File: config.mk
export PLATFORM = sky130hd
export DESIGN_NAME = neuron_sequencer
export DESIGN_NICKNAME = d
export VERILOG_FILES = /design/src/rtl/neuron_sequencer.sv
export SDC_FILE = /design/constraint.sdc
export NUM_CORES = 1
export LEC_CHECK = 0
export CAP_MARGIN = 10
export CORE_ASPECT_RATIO = 0.6
export CORE_MARGIN = 2
export CORE_UTILIZATION = 33
export CTS_BUF_LIST = sky130_fd_sc_hd__clkbuf_8
export DETAILED_ROUTE_END_ITERATION = 6
export PLACE_DENSITY = 0.6
export SLEW_MARGIN = 20
export SYNTH_ARGS = -nofsm -noshare
export SYNTH_HDL_FRONTEND = slang
export SYNTH_SLANG_ARGS = --single-unit
File: constraint.sdc
create_clock -name i_clk -period 3.4 [get_ports i_clk]
set_input_delay 0.51 -clock i_clk [delete_from_list [all_inputs] [get_ports i_clk]]
set_output_delay 0.51 -clock i_clk [all_outputs]
set_load 0.01 [all_outputs]
File: src/rtl/neuron_sequencer.sv
// neuron_sequencer: drives one image classification through the neuron
// calculator: clear the accumulator, stream NUM_WORDS pixel/weight words,
// let the pipeline drain, request the result, then capture the decision.
// All outputs come straight from flops. The next-cycle value of every
// output is derived from the next state, so each output lines up with the
// state it belongs to.
// Optional feature: define NEURON_SEQ_CYCLE_CNT_EN to build the 16-bit
// start-to-done cycle counter; otherwise o_cycle_count is tied to zero.
module neuron_sequencer #(
  parameter int DATA_WIDTH = 24,
  parameter int Addr_Depth = 12,
  parameter int NUM_WORDS  = 4096
) (
  input  logic                  i_clk,
  input  logic                  i_rst_n,
  input  logic                  i_start,
  input  logic                  i_abort,
  output logic [Addr_Depth-1:0] o_mem_addr,
  output logic                  o_mem_rd_en,
  output logic                  o_nc_clear,
  output logic                  o_nc_enable,
  output logic                  o_nc_get_result,
  input  logic                  i_nc_out,
  output logic                  o_busy,
  output logic                  o_done,
  output logic                  o_result,
  output logic [15:0]           o_cycle_count
);

  typedef enum logic [2:0] {
    S_IDLE    = 3'd0,
    S_CLEAR   = 3'd1,
    S_RUN     = 3'd2,
    S_DRAIN   = 3'd3,
    S_RESULT  = 3'd4,
    S_CAPTURE = 3'd5
  } state_t;

  // Address of the final word; RUN leaves after presenting it, so the
  // counter never needs to wrap even when NUM_WORDS fills the address space.
  localparam logic [Addr_Depth-1:0] LP_LAST_ADDR = Addr_Depth'(NUM_WORDS - 1);

  state_t                  r_state;
  state_t                  w_state_next;
  logic                    r_drain_last;   // set during the second DRAIN cycle
  logic [Addr_Depth-1:0]   r_mem_addr;
  logic                    r_mem_rd_en;
  logic                    r_nc_clear;
  logic                    r_nc_enable;
  logic                    r_nc_get_result;
  logic                    r_busy;
  logic                    r_done;
  logic                    r_result;

  logic [Addr_Depth-1:0]   w_mem_addr_next;
  logic                    w_mem_rd_en_next;
  logic                    w_nc_clear_next;
  logic                    w_nc_enable_next;
  logic                    w_nc_get_result_next;
  logic                    w_busy_next;
  logic                    w_done_next;

  // State register plus the DRAIN sub-cycle flag
  always_ff @(posedge i_clk or negedge i_rst_n) begin
    if (!i_rst_n) begin
      r_state      <= S_IDLE;
      r_drain_last <= 1'b0;
    end else begin
      r_state      <= w_state_next;
      r_drain_last <= (r_state == S_DRAIN) && (w_state_next == S_DRAIN);
    end
  end

  // Next-state logic; abort wins over everything, start is only seen in IDLE
  always_comb begin
    w_state_next = r_state;
    if (r_state == S_IDLE) begin
      if (i_start && !i_abort) w_state_next = S_CLEAR;
    end else if (i_abort) begin
      w_state_next = S_IDLE;
    end else begin
      case (r_state)
        S_CLEAR:   w_state_next = S_RUN;
        S_RUN:     if (r_mem_addr == LP_LAST_ADDR) w_state_next = S_DRAIN;
        S_DRAIN:   if (r_drain_last) w_state_next = S_RESULT;
        S_RESULT:  w_state_next = S_CAPTURE;
        S_CAPTURE: w_state_next = S_IDLE;
        default:   w_state_next = S_IDLE;
      endcase
    end
  end

  // Output decode from the next state, so the output flops match the state
  always_comb begin
    w_mem_addr_next      = '0;
    w_mem_rd_en_next     = 1'b0;
    w_nc_clear_next      = 1'b0;
    w_nc_enable_next     = 1'b0;
    w_nc_get_result_next = 1'b0;
    w_busy_next          = (w_state_next != S_IDLE);
    w_done_next          = 1'b0;
    case (w_state_next)
      S_CLEAR:   w_nc_clear_next = 1'b1;
      S_RUN: begin
        w_mem_rd_en_next = 1'b1;
        w_nc_enable_next = 1'b1;
        w_mem_addr_next  = (r_state == S_RUN) ? r_mem_addr + 1'b1 : '0;
      end
      S_RESULT:  w_nc_get_result_next = 1'b1;
      S_CAPTURE: w_done_next = 1'b1;
      default:   ;
    endcase
  end

  // Output registers
  always_ff @(posedge i_clk or negedge i_rst_n) begin
    if (!i_rst_n) begin
      r_mem_addr      <= '0;
      r_mem_rd_en     <= 1'b0;
      r_nc_clear      <= 1'b0;
      r_nc_enable     <= 1'b0;
      r_nc_get_result <= 1'b0;
      r_busy          <= 1'b0;
      r_done          <= 1'b0;
    end else begin
      r_mem_addr      <= w_mem_addr_next;
      r_mem_rd_en     <= w_mem_rd_en_next;
      r_nc_clear      <= w_nc_clear_next;
      r_nc_enable     <= w_nc_enable_next;
      r_nc_get_result <= w_nc_get_result_next;
      r_busy          <= w_busy_next;
      r_done          <= w_done_next;
    end
  end

  // Decision register: loads the calculator output at the end of CAPTURE
  always_ff @(posedge i_clk or negedge i_rst_n) begin
    if (!i_rst_n) begin
      r_result <= 1'b0;
    end else if (r_state == S_CAPTURE && !i_abort) begin
      r_result <= i_nc_out;
    end
  end

`ifdef NEURON_SEQ_CYCLE_CNT_EN
  logic [15:0] r_cycle_cnt;

  // Start-to-done counter: zeroed when a run begins, saturating, frozen in IDLE
  always_ff @(posedge i_clk or negedge i_rst_n) begin
    if (!i_rst_n) begin
      r_cycle_cnt <= '0;
    end else if (r_state == S_IDLE && w_state_next == S_CLEAR) begin
      r_cycle_cnt <= '0;
    end else if (r_state != S_IDLE && r_cycle_cnt != 16'hFFFF) begin
      r_cycle_cnt <= r_cycle_cnt + 16'd1;
    end
  end

  assign o_cycle_count = r_cycle_cnt;
`else
  assign o_cycle_count = '0;
`endif

  assign o_mem_addr      = r_mem_addr;
  assign o_mem_rd_en     = r_mem_rd_en;
  assign o_nc_clear      = r_nc_clear;
  assign o_nc_enable     = r_nc_enable;
  assign o_nc_get_result = r_nc_get_result;
  assign o_busy          = r_busy;
  assign o_done          = r_done;
  assign o_result        = r_result;

endmodule

==> results_tabular.tex <==
\begin{tabular}{lr}
\hline
Metric & Value \\
\hline
\multicolumn{2}{l}{\textbf{STA}} \\
\quad Worst path setup slack after routing & around 1.5 ns \\
\quad Number of max-slew violations in the final report & 0 \\
\quad Highest clock rate & $\sim$520 MHz \\
\quad Setup TNS Final & 0 ns \\
\quad Post-route minimum period & between 1.5 and 2 ns \\
\quad RSZ-0062 raised after global routing & no \\
\quad Worst hold slack after final layout & 0.204 ns \\
\quad Share of the clock period used by the worst path & 0.563 \\
\quad Final hold violation count & 0 \\
\quad Final setup vio count & 0 \\
\quad Layout Skew & around 0.0032 ns \\
\multicolumn{2}{l}{\textbf{Floorplan}} \\
\quad Die Footprint & around 3800 um\^{}2 \\
\quad I/O pins & 40 \\
\quad Y dimension of the die & between 40 and 50 um \\
\quad DIE WIDTH & 78.7 um \\
\quad Core region area & 3220 um\^{}2 \\
\quad Std-Cell Rows & 16 \\
\quad Starting density of the core & 0.343 \\
\multicolumn{2}{l}{\textbf{Global routing}} \\
\quad Vias in the first global route & roughly 660 \\
\quad Total overflow reported by the global router & 0 \\
\quad Global-route wire length before repair & $\sim$3.3 mm \\
\quad Number of antenna violations at the first check in global routing & 0 \\
\quad Global Route Usage Sum & 0.113 \\
\quad Maximum number of pins on one net before global-route repair & 23 \\
\multicolumn{2}{l}{\textbf{Setup path}} \\
\quad Launch instance of the worst register-to-register path & o\_mem\_addr[0] \\
\quad Depth of the critical timing path with buffers and inverters included & 6 \\
\quad Critical-path top delay cell & sky130\_fd\_sc\_hd\_\_clkdlybuf4s50\_1 \\
\quad Crit Path Class & input pin to register \\
\quad Reg-to-reg critical path endpoint & o\_nc\_enable \\
\quad Register-to-register path setup slack & 1.78 ns \\
\quad Crit path cell chain & clkdlybuf4s50\_1 -> nor2\_1 -> nand3\_1 -> o32a\_2 -> inv\_2 -> nor3\_1 \\
\quad Category of cells accounting for the largest share of critical-path delay & buffers and inverters \\
\quad CP max stage delay & approximately 0.54 ns \\
\quad Nature of the critical path endpoint & register \\
\quad Reg2reg path depth & 5 \\
\quad Capturing element of the worst setup path & o\_nc\_get\_result \\
\quad Kind of start point of the critical path & input pin \\
\quad Data required time of the critical path & between 3 and 4 ns \\
\quad CP startpoint & i\_abort \\
\quad Number of buffer and inverter stages on the critical path & 2 \\
\quad Worst Path Max Fanout & 8 \\
\quad Arrival time worst endpoint & between 2 and 2.5 ns \\
\multicolumn{2}{l}{\textbf{Finish}} \\
\quad Final Net Count & roughly 140 \\
\quad N\_diodes & 0 \\
\quad Filler cells & slightly above 300 \\
\quad Fraction of final layout cells sized beyond drive strength 1 & 0.109 \\
\quad Layout Area Growth over Synthesis & 22.2\% \\
\quad Design Area, Final & around 1400 um\^{}2 \\
\multicolumn{2}{l}{\textbf{Routing}} \\
\quad Drt first-iter violations & 58 \\
\quad Overall routed net length & about 2 mm \\
\quad Routed wire per std cell & approximately 12 um \\
\quad Number of design rule violations left after detail routing & 0 \\
\quad Post-route antenna net violation count & 0 \\
\quad Avg Vias per Cell & 4.36 \\
\quad Vias after detailed routing & 754 \\
\quad First-pass iteration count of the detailed router & 4 \\
\multicolumn{2}{l}{\textbf{Pwr}} \\
\quad Total power per unit cell area & approximately 380 nW/um\^{}2 \\
\quad Total design power & just over 0.0005 W \\
\quad Leak pwr & 0.598 nW \\
\quad Worst vdd ir & between 200 and 300 uV \\
\multicolumn{2}{l}{\textbf{Synthesis}} \\
\quad Post-synth cell types & 34 \\
\quad Cell types occupying the most area after synthesis & sky130\_fd\_sc\_hd\_\_dfrtp\_1, sky130\_fd\_sc\_hd\_\_buf\_4, sky130\_fd\_sc\_hd\_\_nor2\_1 \\
\quad Yosys warning count & 0 \\
\quad Post-Synthesis Cell Area & around 1100 um\^{}2 \\
\quad Most area-hungry cell type in the Yosys netlist & sky130\_fd\_sc\_hd\_\_dfrtp\_1 \\
\quad \#FFs+latches synth & 22 \\
\quad Share of the yosys chip area belonging to registers & 0.498 \\
\quad Proportion of netlist area held by the largest area contributor & 0.498 \\
\quad Average footprint of a synthesized cell & approximately 10 um\^{}2 \\
\quad Instance count of the mapped netlist & around 110 \\
\multicolumn{2}{l}{\textbf{Placement}} \\
\quad HPWL after detailed placement & roughly 1.5 mm \\
\quad Routability congestion estimate & approximately 0.92 \\
\quad Pre-CTS worst setup slack & 1.23 ns \\
\quad IO Port Bufs & 23 \\
\quad Total placed instance area & 1300 um\^{}2 \\
\multicolumn{2}{l}{\textbf{Clock tree}} \\
\quad Clock root buffer & sky130\_fd\_sc\_hd\_\_clkbuf\_8 \\
\quad Buffer levels on the longest clock path & 2 \\
\quad Clock tree from TritonCTS & done \\
\quad Clock transition time at the flip-flop clock pins of the worst setup and hold paths & 0.08 ns \\
\quad TritonCTS buffer count & 3 \\
\quad Post-cts sizing count & 0 \\
\quad Buffers inserted during post-CTS setup optimization & 0 \\
\quad CTS Hold Buffers Added & 0 \\
\quad Clock latency on the worst-skew pair & 0.26 ns \\
\quad Max H-tree Level & 1 \\
\quad Num Clock Sinks & 22 \\
\multicolumn{2}{l}{\textbf{Run}} \\
\quad Maxcap violations & 0 \\
\multicolumn{2}{l}{\textbf{Run status}} \\
\quad Run status & completed \\
\multicolumn{2}{l}{\textbf{Min path}} \\
\quad Worst min-delay path category & input pin to asynchronous set/reset pin \\
\hline
\end{tabular}
cells by family after synthesis:
logic type               share of synthesized area
other                                      0.00339
flip-flops                                   0.498
adder cells (fa/ha/maj)                     0.0113
AO/OA/AOI/OAI                               0.0634
XOR/XNOR                                    0.0793
AND/OR/NAND/NOR                              0.190
buffers and inverters                        0.144
multiplexers                                0.0102
metrics by stage:
step | instances | utilization
2_1_floorplan | 121 | -
3_5_place_dp | 169 | 0.403
6_report | 173 | 0.419
4_1_cts | 173 | 0.420
3_3_place_gp | 169 | 0.403
5_1_grt | 173 | 0.419
worst min path at each step:
stage	start	end	slack (ns)	depth (start not counted)
floorplan	i_rst_n	o_busy	0.21	0
global placement	r_drain_last	r_drain_last	0.49	1
detailed placement	r_drain_last	r_drain_last	0.48	1
CTS	r_drain_last	r_drain_last	0.49	1
global route	i_rst_n	o_mem_addr[9]	0.25	1
finish	i_rst_n	o_mem_addr[3]	0.20	1
cells in the mapped netlist (all sizes together):
cell / n
conb: 1
buf: 19
xnor2: 3
ha: 1
o41ai: 1
o21bai: 1
and3: 2
xor2: 7
nor3: 1
nand2: 5
nand3: 4
inv: 3
a31oi: 1
o21ai: 2
clkbuf: 1
dfrtp: 22
mux2: 1
nor4: 1
a22oi: 1
nor4b: 1
o32a: 2
or3b: 1
nor2: 18
nand4: 3
and4: 2
or2: 1
a21oi: 1
cells in the final DEF (no fill, tap or decap), types with 2 or more instances in the layout:
cell	netlist	routed
sky130_fd_sc_hd__xnor2_1	3	3
sky130_fd_sc_hd__clkdlybuf4s50_1	0	22
sky130_fd_sc_hd__xor2_1	7	7
sky130_fd_sc_hd__clkbuf_8	0	4
sky130_fd_sc_hd__nand3_1	4	4
sky130_fd_sc_hd__dfrtp_1	22	22
sky130_fd_sc_hd__inv_1	2	2
sky130_fd_sc_hd__nor2_1	18	18
sky130_fd_sc_hd__nand4_1	2	2
sky130_fd_sc_hd__conb_1	1	16
sky130_fd_sc_hd__o21ai_0	2	2
sky130_fd_sc_hd__nand2_1	5	5
flip-flops by register name, summed over array words and instances (netlist names):
register and count:
o_mem_addr 12, r_state 3, o_busy 1, o_done 1
o_nc_clear 1, o_nc_enable 1, o_nc_get_result 1, o_result 1
r_drain_last 1
metal layers:
layer,global-route usage,vias to the layer above,share of wire
met2,0.174,30,0.46
met5,0,-,0
met1,0.153,359,0.47
met4,0.0351,0,0.0094
met3,0.0352,2,0.059
li1,-,363,-
worst register-to-register path, stage by stage (launching register included):
cell,delay (ns)
sky130_fd_sc_hd__dfrtp_1,0.41
sky130_fd_sc_hd__ha_1,0.21
sky130_fd_sc_hd__and3_2,0.26
sky130_fd_sc_hd__nand2_1,0.11
sky130_fd_sc_hd__o21bai_2,0.35
sky130_fd_sc_hd__o41ai_1,0.15
layout make-up:
cell class                      instances  area (um^2)  share of cell area
Sequential cell                        22          551               0.408
Timing Repair Buffer                   23          225               0.167
Tap cell                               45         56.3              0.0417
Clock buffer                            4         55.1              0.0408
Inverter                                3         11.3             0.00834
Multi-Input combinational cell         76          452               0.335
power by group:
part / total, W / leakage [nW] / internal (W) / switching (W)
Clock: 0.000184 / 0.0288 / 0.000103 / 0.0000812
Combinational: 0.0000501 / 0.266 / 0.0000203 / 0.0000298
Sequential: 0.000273 / 0.303 / 0.000268 / 0.00000539
Total: 0.000508 / 0.598 / 0.000391 / 0.000116
Power figures use the tool's default switching activity.
==> patch: new RTL, config.mk and constraints unchanged <==
The option `NEURON_SEQ_CYCLE_CNT_EN` is turned on by a define.
--- a/src/rtl/neuron_sequencer.sv
+++ b/src/rtl/neuron_sequencer.sv
@@ -8,2 +8,4 @@
 // start-to-done cycle counter; otherwise o_cycle_count is tied to zero.
+`define NEURON_SEQ_CYCLE_CNT_EN
+
 module neuron_sequencer #(
Formal check against the unedited RTL: not equivalent (Yosys sat finds a counterexample within 4 cycles, from zero or initial values and one cycle with i_rst_n low).
==> patch against the unedited design <==
  * Die area is 66% higher
  * Synthesized cell count is 78% higher
  * Via count is 110% higher
  * Highest routed layer unchanged
  * Power is 90% higher
  * Setup slack worse by 0.34 ns
  * Sequential cell count is 16 higher
  * Routed wire length is 110% higher
  * Area after synthesis is 71% higher
  * Critical path type unchanged
  * Largest power group unchanged
  * Final area is 81% higher
==> patch: results (changes against the unedited design) <==
* Status: finished, final reports clean
* Share of cells above drive strength 1 at 0.0655 (-0.0439)
* Distinct cell type count after synthesis at 45 (+32%)
* Clock network power at 0.321 mW (+74%)
* Total CTS buffers at 5 (+2)
* Final core occ at 0.440 (+0.0210)
* P per Cell Area at 396 mW/mm² (+5.3%)
* Maximum VDD drop at 0.211 mV (-20%)
* Post-DP HPWL at 3130 µm (+110%)
* Clk_skew at 0.00959 ns (+0.00643 ns)
* Drt initial violations at 128 (+120%)
* Placed instance area at 0.00235 mm² (+81%)
* Vias in the first global route at 1,433 (+120%)
* Sw Share at 0.269 (+0.0401)
* H-tree levels at 2 (+1)
* Max Fanout on Critical Path at 11 (+3)
* Drt total wl at 4270 µm (+110%)
* First-pass GRT wire length at 7330 µm (+120%)
* Top post-synthesis cells by count: dfrtp_1, nor2_1, nand2_1, nand3_1, nor3_1
* Largest net degree at the start of global routing at 39 (+70%)
* Total GRT Usage at 0.148 (+0.0349)
* # placed instances at 301 (+78%)
* Worst EP arrival at 2.49 ns (+0.44 ns)
* Final #Nets at 235 (+74%)
* Largest register FFs at 16 (+4)
==> patch: cell types whose count changed in the layout (fill, tap and decap cells not counted), sizes merged, moves of 7 or more <==
| cell | delta |
|---|---|
| clkdlybuf4s50 | +16 |
| conb | -16 |
| dfrtp | +16 |
| nor3 | +9 |
| nand2 | +8 |
| o31ai | +7 |
| or4 | +7 |
==> patch: routing by layer <==
| layer | track usage | vias to the layer above | wire, µm |
|---|---|---|---|
| met5 | 0 | - | 0 |
| met4 | 0.0507 | 0 | 54 |
| met1 | 0.237 | 753 | 2280 |
| met3 | 0.0347 | 4 | 237 |
| met2 | 0.188 | 43 | 1700 |
| li1 | - | 787 | - |
==> patch: layout make-up <==
cell class | instances | area share
multi-input cells | 138 | 0.364
repair buffers | 39 | 0.158
well taps | 80 | 0.0410
inverters | 6 | 0.00924
clock buffers | 6 | 0.0339
clock inverters | 2 | 0.00359
flip-flops and latches | 38 | 0.390
==> patch: worst paths after layout <==
kind | start | endpoint | slack [ns] | cells past startpoint
worst max-delay path | i_abort | o_cycle_count[8] | 1.15 | 5
worst max register to register | r_state[2] | o_cycle_count[8] | 1.23 | 5
min in group i_clk | o_result | o_result | 0.52 | 1
worst min-delay path | i_rst_n | o_cycle_count[9] | 0.33 | 1
worst min register to register | o_result | o_result | 0.52 | 1
max in group asynchronous | i_rst_n | o_nc_enable | 2.54 | 1
==> patch: critical path: stages <==
cell             delay, ns
clkdlybuf4s50_1       0.65
a2111o_1              0.39
clkinv_1              0.31
or4_1                 0.55
nand2_1               0.08
==> patch: cell families after synthesis <==
group / count (synthesis) / share of synthesized area
mux: 4 / 0.0218
buf+inv: 13 / 0.0284
compound gates: 32 / 0.123
fa+ha+maj: 2 / 0.0132
xor+xnor: 10 / 0.0463
flops: 38 / 0.502
simple gates: 90 / 0.265
